$ cat src/rtl/crc5_token_sched.sv
// Round-robin front end that shares one serial CRC5 engine between a token
// builder (requester 0) and an SOF frame-number builder (requester 1).
// The winning payload is fed to the engine LSB first, the five CRC bits the
// engine streams back are collected and returned with the owner's ID, and a
// watchdog turns a hung engine into an error response.
module crc5_token_sched #(
  parameter int PLEN    = 11,
  parameter int TIMEOUT = 40
) (
  input  logic            clk,
  input  logic            rst,
  input  logic [1:0]      req_valid,
  input  logic [PLEN-1:0] req_data0,
  input  logic [PLEN-1:0] req_data1,
  output logic [1:0]      req_ready,
  output logic            resp_valid,
  input  logic            resp_ready,
  output logic            resp_id,
  output logic [4:0]      resp_crc,
  output logic            resp_err,
  output logic            crc_start,
  output logic            crc_s_in,
  input  logic            crc_out,
  input  logic            crc_ready,
  input  logic            crc_done,
  output logic            busy
);

  localparam int BW = $clog2(PLEN + 1);
  localparam int WW = $clog2(TIMEOUT + 1);

  typedef enum logic [2:0] {
    S_IDLE,
    S_START,
    S_FEED,
    S_COLLECT,
    S_RESP
  } state_t;

  state_t          state;
  state_t          state_nxt;
  logic [PLEN-1:0] shreg;
  logic [BW-1:0]   bit_cnt;
  logic [2:0]      col_cnt;
  logic [WW-1:0]   wdog;
  logic [4:0]      crc_reg;
  logic            id_q;
  logic            err_q;
  logic            rr_last;

  logic            grant_any;
  logic            grant_id;
  logic            last_bit;
  logic            wdog_expired;
  logic            take_bit;
  logic [2:0]      col_after;

  // When both requesters are valid the one that did not win last time gets it.
  assign grant_any    = |req_valid;
  assign grant_id     = (req_valid == 2'b11) ? ~rr_last : req_valid[1];
  assign last_bit     = (bit_cnt == BW'(PLEN - 1));
  assign wdog_expired = (wdog == WW'(TIMEOUT - 1));
  // Only the first five engine bits are the CRC; later ready pulses are dropped.
  assign take_bit     = crc_ready && (col_cnt < 3'd5);
  assign col_after    = col_cnt + {2'b00, take_bit};

  assign busy       = (state != S_IDLE);
  assign resp_valid = (state == S_RESP);
  assign resp_id    = resp_valid & id_q;
  assign resp_err   = resp_valid & err_q;
  assign resp_crc   = resp_valid ? crc_reg : 5'b0;

  // State register.
  always_ff @(posedge clk) begin
    // NOTE: state is updated with non-blocking assignments so every flop
    // samples the pre-edge values and process order cannot matter.
    if (rst) state <= S_IDLE;
    else     state <= state_nxt;
  end

  // Next-state and per-state strobes.
  always_comb begin
    // NOTE: every output of this block gets a default first; a path that
    // leaves one unassigned would otherwise infer a latch.
    state_nxt = state;
    req_ready = 2'b00;
    crc_start = 1'b0;
    crc_s_in  = 1'b0;
    case (state)
      S_IDLE: begin
        if (grant_any) begin
          req_ready = grant_id ? 2'b10 : 2'b01;
          state_nxt = S_START;
        end
      end
      S_START: begin
        crc_start = 1'b1;
        state_nxt = S_FEED;
      end
      S_FEED: begin
        crc_s_in = shreg[0];
        if (wdog_expired)  state_nxt = S_RESP;
        else if (last_bit) state_nxt = S_COLLECT;
      end
      S_COLLECT: begin
        if (crc_done || wdog_expired) state_nxt = S_RESP;
      end
      S_RESP: begin
        if (resp_ready) state_nxt = S_IDLE;
      end
      default: state_nxt = S_IDLE;
    endcase
  end

  // Job datapath: payload shifter, counters, collected CRC and error flag.
  always_ff @(posedge clk) begin
    if (rst) begin
      shreg   <= '0;
      bit_cnt <= '0;
      col_cnt <= '0;
      wdog    <= '0;
      crc_reg <= '0;
      id_q    <= 1'b0;
      err_q   <= 1'b0;
      rr_last <= 1'b1;
    end else begin
      case (state)
        S_IDLE: begin
          if (grant_any) begin
            shreg   <= grant_id ? req_data1 : req_data0;
            id_q    <= grant_id;
            rr_last <= grant_id;
          end
        end
        S_START: begin
          bit_cnt <= '0;
          col_cnt <= '0;
          crc_reg <= '0;
          err_q   <= 1'b0;
          // The START cycle itself is the first watched cycle.
          wdog    <= WW'(1);
        end
        S_FEED: begin
          shreg   <= shreg >> 1;
          bit_cnt <= bit_cnt + BW'(1);
          wdog    <= wdog + WW'(1);
          if (wdog_expired) begin
            err_q   <= 1'b1;
            crc_reg <= '0;
          end
        end
        S_COLLECT: begin
          wdog <= wdog + WW'(1);
          if (take_bit) begin
            crc_reg <= {crc_reg[3:0], crc_out};
            col_cnt <= col_after;
          end
          // A bit arriving with done is kept; a short stream is an error.
          if (crc_done) begin
            if (col_after < 3'd5) err_q <= 1'b1;
          end else if (wdog_expired) begin
            err_q   <= 1'b1;
            crc_reg <= '0;
          end
        end
        default: ;
      endcase
    end
  end

endmodule

$ cat config.mk
export PLATFORM = sky130hd
export DESIGN_NAME = crc5_token_sched
export DESIGN_NICKNAME = d
export VERILOG_FILES = /design/src/rtl/crc5_token_sched.sv
export SDC_FILE = /design/constraint.sdc
export NUM_CORES = 1
export LEC_CHECK = 0
export ABC_AREA = 1
export CORE_UTILIZATION = 25
export CTS_CLUSTER_DIAMETER = 40
export DETAILED_ROUTE_END_ITERATION = 7
export GPL_TIMING_DRIVEN = 0
export PLACE_DENSITY = 0.47
export SYNTH_ARGS = -nofsm -noshare
export SYNTH_HDL_FRONTEND = slang
export SYNTH_SLANG_ARGS = --single-unit
$ cat constraint.sdc
create_clock -name clk -period 1.8 [get_ports clk]
set_clock_uncertainty 0.1 [all_clocks]
set_input_delay 0.36 -clock clk [delete_from_list [all_inputs] [get_ports clk]]
set_output_delay 0.36 -clock clk [all_outputs]
set_load 0.01 [all_outputs]
==> results.md <==
* Count leader, synth: nand2_1
* Setup TNS at -0.498 ns
* DPL Wire Length at 3920 um
* RSZ-0062 raised after global routing: yes
* Routed wl met3 at 259 um
* Max cap viols at 0
* Clock tree sinks at 35
* Routed WL at 5570 um
* Min-delay worst type: reg -> reg
* Synth Instances at 308
* Antenna diode instance count at 0
* Peak fanout along the critical path at 6
* Tcrit/Tclk final at 105%
* Die Y at 92.9 um
* Remaining DRCs at 0
* Cell taking the most area after synthesis: dfxtp_1
* Via count at 2162
* Post-layout min period at 1.89 ns
* Min setup slack post-route at -0.0940 ns
* Crit path capture type: output port
* Total CTS buffers at 5
* Avg Synthesized Cell Area at 6.71 um^2
* Share of cells above drive strength 1 at 29.2%
* GR Overflow Total at 0
* Startpoint Class: flop
* Failing checks: negative setup slack
* Max-slew headroom at 64.8%
* R2R depth at 13
* Slew at the pin closest to its max-slew limit at 0.528 ns
* Sequential area share after synthesis at 33.9%
* Nets at 418
* Vias in the first global route at 1909
* Max FFs per register at 11
* R2R setup slack at 0.13 ns
* Beginning of the critical path: state[0]$_SDFFE_PP0P_
* Cell variety after synth at 30
* Syn nets at 343
* Top FF cell, synth: dfxtp_1
* #FFs+latches synth at 35
* Final slew viol count at 0
* Die area at 8630 um^2
* PwrDens at 1370 nW/um^2
* Die width at 92.9 um
* I/O pins at 43
* Post-Layout Cell Count at 486
* WP data required at 1.34 ns
* DR iter-0 viols at 69
* Cell Rows at 32
* Maximum vdd drop at 0.486 mV
* Largest net degree at the start of global routing at 17
* Buffers on Ports at 41
* Top cell type's share of synthesized area at 33.9%
* Commonest cells post-synth: nand2_1 (76), inv_1 (42), nand3_1 (36), dfxtp_1 (35), nor2_1 (28)
* Critical path class: reg -> out
* Clock buffer depth at 2
* F_max at 528 MHz
* Fin Hold WS at 0.365 ns
* Arrival time worst endpoint at 1.43 ns
* Number of synthesized flops with an enable pin at 0
* CTS tree: done
* Routed wire per std cell at 11.5 um
* Placed cell count at 451
* H-tree depth at 2
* Min-Delay Startpoint: crc_reg[1]$_SDFFE_PP0P_
* P_leak at 1.37 nW
* Final instance area at 3110 um^2
* Core region area at 7850 um^2
* DRT Pass-1 Iters at 4
* Synth top area cells: dfxtp_1 (34%), nand2_1 (14%), nand3_1 (8.7%)
* Clock transition at path regs at 0.07 ns
* Mapped Area at 2070 um^2
* Gr usage total at 12.9%
* Routed Antenna Nets at 0
* Top sig layer: met4
* RR Endpoint: err_q$_SDFFE_PP0P_
* M1 WL at 2600 um
* Final setup vio count at 8
* Initial antenna violation count at 0
* End of the critical path: req_ready[0]
* Skew-Pair Late Insertion Delay at 0.29 ns
* RePlAce Congestion at 0.810
* Final design utilization at 39.6%
* Placed cell area at 2610 um^2
* Fraction of registers with async set/reset at 0%
* DR WL met2 at 2650 um
* Layout area overhead at 50.5%
* Starting Density at 26.3%
* First-pass GRT wire length at 8790 um
* Fin. Hold Viols at 0
* Via-per-instance ratio at 4.45
* Status: finished, violations left
* Clock tree root driver cell: clkbuf_8
* FF-to-FF Start: col_cnt[0]$_SDFFE_PP0P_
* YS warnings at 0
-- critical path, stage by stage (launching register included) --
cell and delay, ns:
dfxtp_4 0.36, nor2_4 0.15, buf_6 0.13, nand2_8 0.05
nor2_4 0.14, clkinv_4 0.10, nor2_4 0.11, buf_6 0.10
-- placed cells by master (no fill, tap or decap), types with 9 or more instances in the layout --
master,n
inv_1,36
a21oi_1,17
nor2_4,10
nand3_1,35
buf_4,26
dfxtp_1,29
buf_6,9
nor2_1,18
o211ai_1,12
or2_2,12
nand2_1,72
clkdlybuf4s50_1,25
-- worst min-delay path by stage --
| stage | end | slack (ns) | cells past startpoint |
|---|---|---|---|
| after detailed placement | rr_last$_SDFFE_PP1P_ | 0.35 | 2 |
| after floorplan | rr_last$_SDFFE_PP1P_ | 0.33 | 2 |
| after global placement | rr_last$_SDFFE_PP1P_ | 0.34 | 2 |
| after CTS | rr_last$_SDFFE_PP1P_ | 0.37 | 2 |
| final | crc_reg[1]$_SDFFE_PP0P_ | 0.36 | 2 |
| after global routing | crc_reg[0]$_SDFFE_PP0P_ | 0.39 | 2 |
-- per-stage QoR --
stage | worst slack (ns) | total power [mW]
after floorplan | 0.0169 | 2.40
after global placement | -0.732 | 2.92
after detailed placement | -0.714 | 2.92
after CTS | -0.225 | 3.88
after global routing | -0.167 | 4.59
final | -0.0940 | 4.25
-- timing repair --
action | 4_1_cts | 5_1_grt
hold buffers | 0 | 0
gates cloned | 0 | 1
setup buffers | 13 | 18
pin swaps | 7 | 16
gates resized for setup | 80 | 42
endpoints found under the setup margin | 15 | 17
-- layout make-up --
| cell class | count | area (um^2) |
|---|---|---|
| fillers | 831 | 4740 |
| flip-flops and latches | 35 | 723 |
| multi-input cells | 217 | 1260 |
| inverters | 47 | 200 |
| repair buffers | 71 | 652 |
| well taps | 102 | 128 |
| plain buffers | 6 | 46.3 |
| clock buffers | 8 | 100 |
-- power by group --
part,leakage [nW],internal (mW),total [mW],switching (mW)
clock,0.0515,0.350,0.641,0.291
sequential,0.290,1.00,1.17,0.171
combinational,1.03,1.14,2.44,1.30
-- routing by layer --
layer,GRT usage (%),vias up
met5,0,-
met4,3.85,0
met3,3.53,8
met2,21.8,45
met1,15.9,974
li1,-,1135
-- cell families after synthesis --
logic type / after synthesis / share of synthesized area [%]
buf+inv: 56 / 11.5
fa+ha+maj: 5 / 3.03
compound gates: 40 / 12.1
simple gates: 172 / 39.4
flops: 35 / 33.9
No activity file was read; power rests on OpenSTA's default activity.
